===== config.mk =====
export PLATFORM = sky130hd
export DESIGN_NAME = job_fetcher
export DESIGN_NICKNAME = d
export VERILOG_FILES = /design/src/rtl/job_fetcher.sv
export SDC_FILE = /design/constraint.sdc
export NUM_CORES = 1
export LEC_CHECK = 0
export BUFFER_PORTS_ARGS = -buffer_cell sky130_fd_sc_hd__buf_2
export CORE_MARGIN = 2
export CORE_UTILIZATION = 30
export CTS_CLUSTER_DIAMETER = 30
export DETAILED_ROUTE_END_ITERATION = 16
export SLEW_MARGIN = 15
export SYNTH_ARGS = -nofsm -noshare
export SYNTH_HDL_FRONTEND = slang
export SYNTH_SLANG_ARGS = --single-unit

===== constraint.sdc =====
create_clock -name clk -period 4.1 [get_ports clk]
set_clock_uncertainty 0.15 [all_clocks]
set_input_delay 0.41 -clock clk [delete_from_list [all_inputs] [get_ports clk]]
set_output_delay 0.41 -clock clk [all_outputs]
set_load 0.005 [all_outputs]

===== src/rtl/job_fetcher.sv =====
// job_fetcher: reads 64-byte descriptor lines from a host ring over AXI4 and dispatches jobs to idle kernels.
//
// Optional feature: define JOB_FETCH_CNT_EN to add dispatch_cnt_o, a wrapping count of kernel_start pulses.
//
// Ports:
//   clk, rst_n          clock, asynchronous active-low reset
//   start_i             one-cycle pulse that begins a fetch run (ignored unless idle)
//   queue_addr_i        ring base byte address, 64-byte aligned
//   queue_size_i        ring size in bytes, multiple of 64 (zero is reported as an error)
//   kernel_idle_i       per-kernel idle level
//   kernel_start_o      registered one-hot start pulse
//   job_id_o            ID of the last dispatched job, valid together with kernel_start_o
//   fetch_done_o        one-cycle pulse when the run ends
//   fetch_error_o       sticky error (zero-size ring or error response), cleared by start_i
//   dispatch_cnt_o      dispatch counter (JOB_FETCH_CNT_EN only)
//   m_axi_ar*, m_axi_r* AXI4 read master issuing single-beat 64-byte reads
module job_fetcher #(
    parameter int KERNEL_NUM   = 8,
    parameter int ID_WIDTH     = 1,
    parameter int ARUSER_WIDTH = 8,
    parameter int DATA_WIDTH   = 512,
    parameter int ADDR_WIDTH   = 64
) (
    input  logic                    clk,
    input  logic                    rst_n,
    input  logic                    start_i,
    input  logic [ADDR_WIDTH-1:0]   queue_addr_i,
    input  logic [31:0]             queue_size_i,
    input  logic [KERNEL_NUM-1:0]   kernel_idle_i,
    output logic [KERNEL_NUM-1:0]   kernel_start_o,
    output logic [23:0]             job_id_o,
    output logic                    fetch_done_o,
    output logic                    fetch_error_o,
`ifdef JOB_FETCH_CNT_EN
    output logic [31:0]             dispatch_cnt_o,
`endif
    output logic [ID_WIDTH-1:0]     m_axi_arid_o,
    output logic [ADDR_WIDTH-1:0]   m_axi_araddr_o,
    output logic [7:0]              m_axi_arlen_o,
    output logic [2:0]              m_axi_arsize_o,
    output logic [1:0]              m_axi_arburst_o,
    output logic [3:0]              m_axi_arcache_o,
    output logic                    m_axi_arlock_o,
    output logic [2:0]              m_axi_arprot_o,
    output logic [3:0]              m_axi_arqos_o,
    output logic [3:0]              m_axi_arregion_o,
    output logic [ARUSER_WIDTH-1:0] m_axi_aruser_o,
    output logic                    m_axi_arvalid_o,
    input  logic                    m_axi_arready_i,
    input  logic [ID_WIDTH-1:0]     m_axi_rid_i,
    input  logic [DATA_WIDTH-1:0]   m_axi_rdata_i,
    input  logic [1:0]              m_axi_rresp_i,
    input  logic                    m_axi_rlast_i,
    input  logic                    m_axi_rvalid_i,
    output logic                    m_axi_rready_o
);
    typedef enum logic [2:0] {IDLE, REQ, DATA, DISPATCH, DONE} state_t;

    state_t                state_q, state_d;
    logic [31:0]           offset_q, offset_d, next_offset;
    logic [3:0]            idx_q, idx_d;
    logic [KERNEL_NUM-1:0] pending_q, pending_d, elig, sel;
    logic [KERNEL_NUM-1:0] kernel_start_q, kernel_start_d;
    logic [15:0][31:0]     buf_q, buf_d;
    logic [31:0]           word;
    logic [23:0]           job_id_q, job_id_d;
    logic                  fetch_done_q, fetch_done_d;
    logic                  fetch_error_q, fetch_error_d;
    logic                  unused_r;

    assign m_axi_arid_o     = '0;
    assign m_axi_arlen_o    = 8'd0;
    assign m_axi_arsize_o   = 3'b110;
    assign m_axi_arburst_o  = 2'b01;
    assign m_axi_arcache_o  = 4'b0011;
    assign m_axi_arlock_o   = 1'b0;
    assign m_axi_arprot_o   = 3'b000;
    assign m_axi_arqos_o    = 4'b0000;
    assign m_axi_arregion_o = 4'b0000;
    assign m_axi_aruser_o   = '0;
    assign m_axi_arvalid_o  = state_q == REQ;
    assign m_axi_araddr_o   = queue_addr_i + ADDR_WIDTH'(offset_q);
    assign m_axi_rready_o   = state_q == DATA;
    assign unused_r         = ^{m_axi_rid_i, m_axi_rlast_i};

    assign kernel_start_o = kernel_start_q;
    assign job_id_o       = job_id_q;
    assign fetch_done_o   = fetch_done_q;
    assign fetch_error_o  = fetch_error_q;

    assign word        = buf_q[idx_q];
    assign elig        = kernel_idle_i & ~pending_q;
    // Two's-complement trick isolates the lowest set bit: lowest index wins.
    assign sel         = elig & (-elig);
    assign next_offset = offset_q + 32'd64;

    always_comb begin
        state_d        = state_q;
        offset_d       = offset_q;
        idx_d          = idx_q;
        // A kernel that has dropped idle has taken its job, so its pending guard can go.
        pending_d      = pending_q & kernel_idle_i;
        buf_d          = buf_q;
        kernel_start_d = '0;
        job_id_d       = job_id_q;
        fetch_error_d  = fetch_error_q;
        case (state_q)
            IDLE: if (start_i) begin
                offset_d      = '0;
                idx_d         = '0;
                pending_d     = '0;
                fetch_error_d = queue_size_i == 32'd0;
                state_d       = fetch_error_d ? DONE : REQ;
            end
            REQ: state_d = m_axi_arready_i ? DATA : REQ;
            DATA: if (m_axi_rvalid_i) begin
                if (m_axi_rresp_i != 2'b00) begin
                    fetch_error_d = 1'b1;
                    state_d       = DONE;
                end else begin
                    buf_d   = m_axi_rdata_i;
                    idx_d   = '0;
                    state_d = DISPATCH;
                end
            end
            DISPATCH: if (word[7:0] != 8'h01) begin
                state_d = DONE;
            end else if (|elig) begin
                kernel_start_d = sel;
                job_id_d       = word[31:8];
                // Setting the bit after the idle-based clear makes a same-cycle idle fall lose to the new dispatch.
                pending_d      = pending_d | sel;
                if (idx_q == 4'd15) begin
                    offset_d = next_offset == queue_size_i ? 32'd0 : next_offset;
                    state_d  = REQ;
                end else begin
                    idx_d = idx_q + 4'd1;
                end
            end
            DONE: state_d = IDLE;
            default: state_d = IDLE;
        endcase
        fetch_done_d = state_d == DONE;
    end

    always_ff @(posedge clk or negedge rst_n) begin
        if (!rst_n) begin
            state_q        <= IDLE;
            offset_q       <= '0;
            idx_q          <= '0;
            pending_q      <= '0;
            buf_q          <= '0;
            kernel_start_q <= '0;
            job_id_q       <= '0;
            fetch_done_q   <= 1'b0;
            fetch_error_q  <= 1'b0;
        end else begin
            state_q        <= state_d;
            offset_q       <= offset_d;
            idx_q          <= idx_d;
            pending_q      <= pending_d;
            buf_q          <= buf_d;
            kernel_start_q <= kernel_start_d;
            job_id_q       <= job_id_d;
            fetch_done_q   <= fetch_done_d;
            fetch_error_q  <= fetch_error_d;
        end
    end

`ifdef JOB_FETCH_CNT_EN
    logic [31:0] dispatch_cnt_q;

    always_ff @(posedge clk or negedge rst_n) begin
        if (!rst_n) dispatch_cnt_q <= '0;
        else if (state_q == IDLE && start_i) dispatch_cnt_q <= '0;
        else if (|kernel_start_d) dispatch_cnt_q <= dispatch_cnt_q + 32'd1;
    end

    assign dispatch_cnt_o = dispatch_cnt_q;
`endif
endmodule

==> impl_metrics.env <==
export IMPL_status="complete, no violations"
export IMPL_hold_path_class="in2reg"
export IMPL_synth_top_cells_by_area="dfrtp_1, mux2_2, mux4_2, xnor2_1, clkbuf_1"
export IMPL_layout_commonest_cell="buf_2"
export IMPL_hpwl_um=71340
export IMPL_rows=114
export IMPL_highest_signal_layer="met5"
export IMPL_num_fill_cells=8255
export IMPL_ios=763
export IMPL_power_leakage_uw=0.02068
export IMPL_core_area_sq_um=96420
export IMPL_clockBufferDepth=3
export IMPL_ir_drop_mv=0.5301
export IMPL_cellPowerDensity_nw_per_um2=618.6
export IMPL_vias=24340
export IMPL_rsz0062_at_grt="yes"
export IMPL_post_drt_wl_per_cell_um=21.65
export IMPL_synth_area_sq_um=29140
export IMPL_setup_worst_path_end_class="output port"
export IMPL_critPathMaxStageDelay_ns=0.45
export IMPL_path_clk_slew_ns=0.04
export IMPL_place_gp_congestion=0.9050
export IMPL_drtIter0Drc=1439
export IMPL_antenna_found_initial=24
export IMPL_yosysTopAreaCellShare_pct=50.40
export IMPL_cts_num_sinks=587
export IMPL_synth_enable_flop_cells=0
export IMPL_synth_seq_cells=587
export IMPL_drcViolationCount=0
export IMPL_crit_top_cell="a21oi_4"
export IMPL_drive_above_1_share_pct=49.29
export IMPL_grt_max_degree=90
export IMPL_dieHeight_um=315.7
export IMPL_worstSetupStartpointType="register"
export IMPL_setup_viol=0
export IMPL_nets=4141
export IMPL_wl_met2_um=54020
export IMPL_crit_path_max_fanout=7
export IMPL_critPathBufInv=3
export IMPL_maxCapViolCount=0
export IMPL_wl_met1_um=39460
export IMPL_cp_arrival_ns=3.45
export IMPL_dr_pass1_iters=6
export IMPL_grt_remaining_overflow=0
export IMPL_synth_flop_cell="dfrtp_1"
export IMPL_whs_ns=0.1018
export IMPL_worstSetupPathType="reg2out"
export IMPL_die_width_um=315.7
export IMPL_cts_max_level=4
export IMPL_cp_required_ns=3.54
export IMPL_hold_viol=0
export IMPL_yosysWarnings=0
export IMPL_postRouteAntennaNets=0
export IMPL_crit_path_top_delay_cell="dfrtp_2"
export IMPL_slew_headroom_pct=41.96
export IMPL_synth_area_leader_cell="dfrtp_1"
export IMPL_max_freq_mhz=249.7
export IMPL_path_delay_family="compound AO/OA/AOI/OAI gates"
export IMPL_fin_crit_sh_pct=97.68
export IMPL_yosysUniqueCellTypes=77
export IMPL_place_ws_ns=0.4449
export IMPL_die_area_sq_um=99650
export IMPL_tightest_slew_ns=0.8706
export IMPL_power_uw=28150
export IMPL_async_reset_ff_share_pct=100.0
export IMPL_wl_um=106400
export IMPL_io_buffer_count=720
export IMPL_drt_vias_per_instance=4.953
export IMPL_cp_cell_sequence="ha_2 > a21o_1 > a221o_1 > a21oi_2 > a21oi_4 > o2111ai_4 > a21oi_4 > buf_6 > buf_12 > nand3_1 > xnor2_1 > buf_2"
export IMPL_wl_met3_um=7541
export IMPL_setup_tns_ns=0
export IMPL_syn_to_final_growth_pct=56.17
export IMPL_syn_inst=2151
export IMPL_clk_latency_ns=0.76
export IMPL_seq_area_frac_synth_pct=50.40
export IMPL_fin_ws_ns=0.09498
export IMPL_layout_common_cells="buf_2, dfrtp_1, mux2_2, dlygate4sd3_1, clkbuf_16"
export IMPL_cts_buffers=148
export IMPL_first_global_vias=26860
export IMPL_min_period_ns=4.005
export IMPL_cts_tree="built"
export IMPL_grt_use_total_pct=20.95
export IMPL_synth_avg_cell_area_sq_um=13.55
export IMPL_grt_pass1_wl_um=158100
export IMPL_start_util_pct=30.22
export IMPL_finalMaxSlewViolations=0
export IMPL_ctsRootBufferMaster="clkbuf_16"
==> path summary, 6_finish.rpt <==
kind,start,to,slack [ns],cells after the start
setup / recovery,offset_q[14]$_DFFE_PN0P_,m_axi_araddr_o[55],0.09,12
hold / removal,m_axi_rresp_i[0],state_q[2]$_DFF_PN0_,0.10,5
setup reg to reg,offset_q[7]$_DFFE_PN0P_,offset_q[10]$_DFFE_PN0P_,0.35,11
hold reg to reg,pending_q[5]$_DFF_PN0_,kernel_start_o[5]$_DFF_PN0_,0.34,1
max in group asynchronous,rst_n,buf_q[125]$_DFFE_PN0P_,2.55,3
min in group asynchronous,rst_n,buf_q[261]$_DFFE_PN0P_,0.20,2
==> power by group <==
group / internal (uW) / switching, uW / leakage, uW
Clock: 8580 / 3860 / 0.00261
Combinational: 3690 / 2320 / 0.0105
Sequential: 8280 / 1430 / 0.00753
==> stage by stage <==
step	cells	util, %	instance area [sq um]
4_1_cts	4879	46.91	45230
5_1_grt	4902	47.17	45480
2_1_floorplan	2188	-	29280
3_3_place_gp	4081	35.75	34480
6_report	4913	47.20	45510
3_5_place_dp	4081	35.75	34480
==> repair_timing <==
item                                   CTS  global route
setup buffers                            1             6
setup endpoints to repair               32            25
pin swaps                                1             9
hold buffers                           524             0
cloned                                   1             0
resized for setup                       15            32
endpoints found under the hold margin  605             0
==> cell families after synthesis <==
family,count (synthesis),share of synthesized area [%]
other,2,0.02577
multiplexers,662,30.40
XOR/XNOR,96,2.885
flip-flops,587,50.40
adder cells (fa/ha/maj),29,1.245
AND/OR/NAND/NOR,401,7.479
AO/OA/AOI/OAI,176,4.422
buffers and inverters,198,3.138
==> layout make-up <==
type / count / area (sq um) / area share, %
Inverter: 24 / 90.09 / 0.1979
Tap cell: 1276 / 1597 / 3.508
Clock inverter: 76 / 1219 / 2.678
Timing Repair Buffer: 1323 / 9697 / 21.31
Multi-Input combinational cell: 1403 / 13950 / 30.65
Antenna cell: 28 / 70.07 / 0.1540
Sequential cell: 587 / 14710 / 32.32
Clock buffer: 196 / 4184 / 9.193
==> cell usage after synthesis, types with 30 or more instances <==
cell,number
nor3_1,32
xor2_1,36
dfrtp_1,587
nor4_1,46
mux4_2,125
nand3_1,50
clkbuf_1,104
nor2_1,68
nand2_1,71
buf_4,40
a21oi_1,30
mux2_2,535
xnor2_1,60
==> registers in the layout (all words and copies together), names as in the netlist <==
register,flops
kernel_start_o,8
fetch_done_o,1
buf_q,512
idx_q,4
job_id_o,24
offset_q,26
fetch_error_o,1
state_q,3
pending_q,8
==> layer usage <==
metal | global-route usage [%] | vias to the layer above
met2 | 36.37 | 1022
met5 | 0 | -
met1 | 23.28 | 12240
met3 | 5.556 | 296
met4 | 11.72 | 6
li1 | - | 10770
==> worst reg2reg max path, stage by stage, from the launching register on <==
cell,delay (ns)
dfrtp_2,0.38
buf_4,0.12
buf_4,0.11
ha_1,0.31
nand3_4,0.10
or3_1,0.46
or4_4,0.56
a211o_1,0.37
nor4_4,0.32
a31oi_2,0.21
buf_4,0.22
a221o_2,0.33
Note: power is estimated with default switching activity, not from simulation.
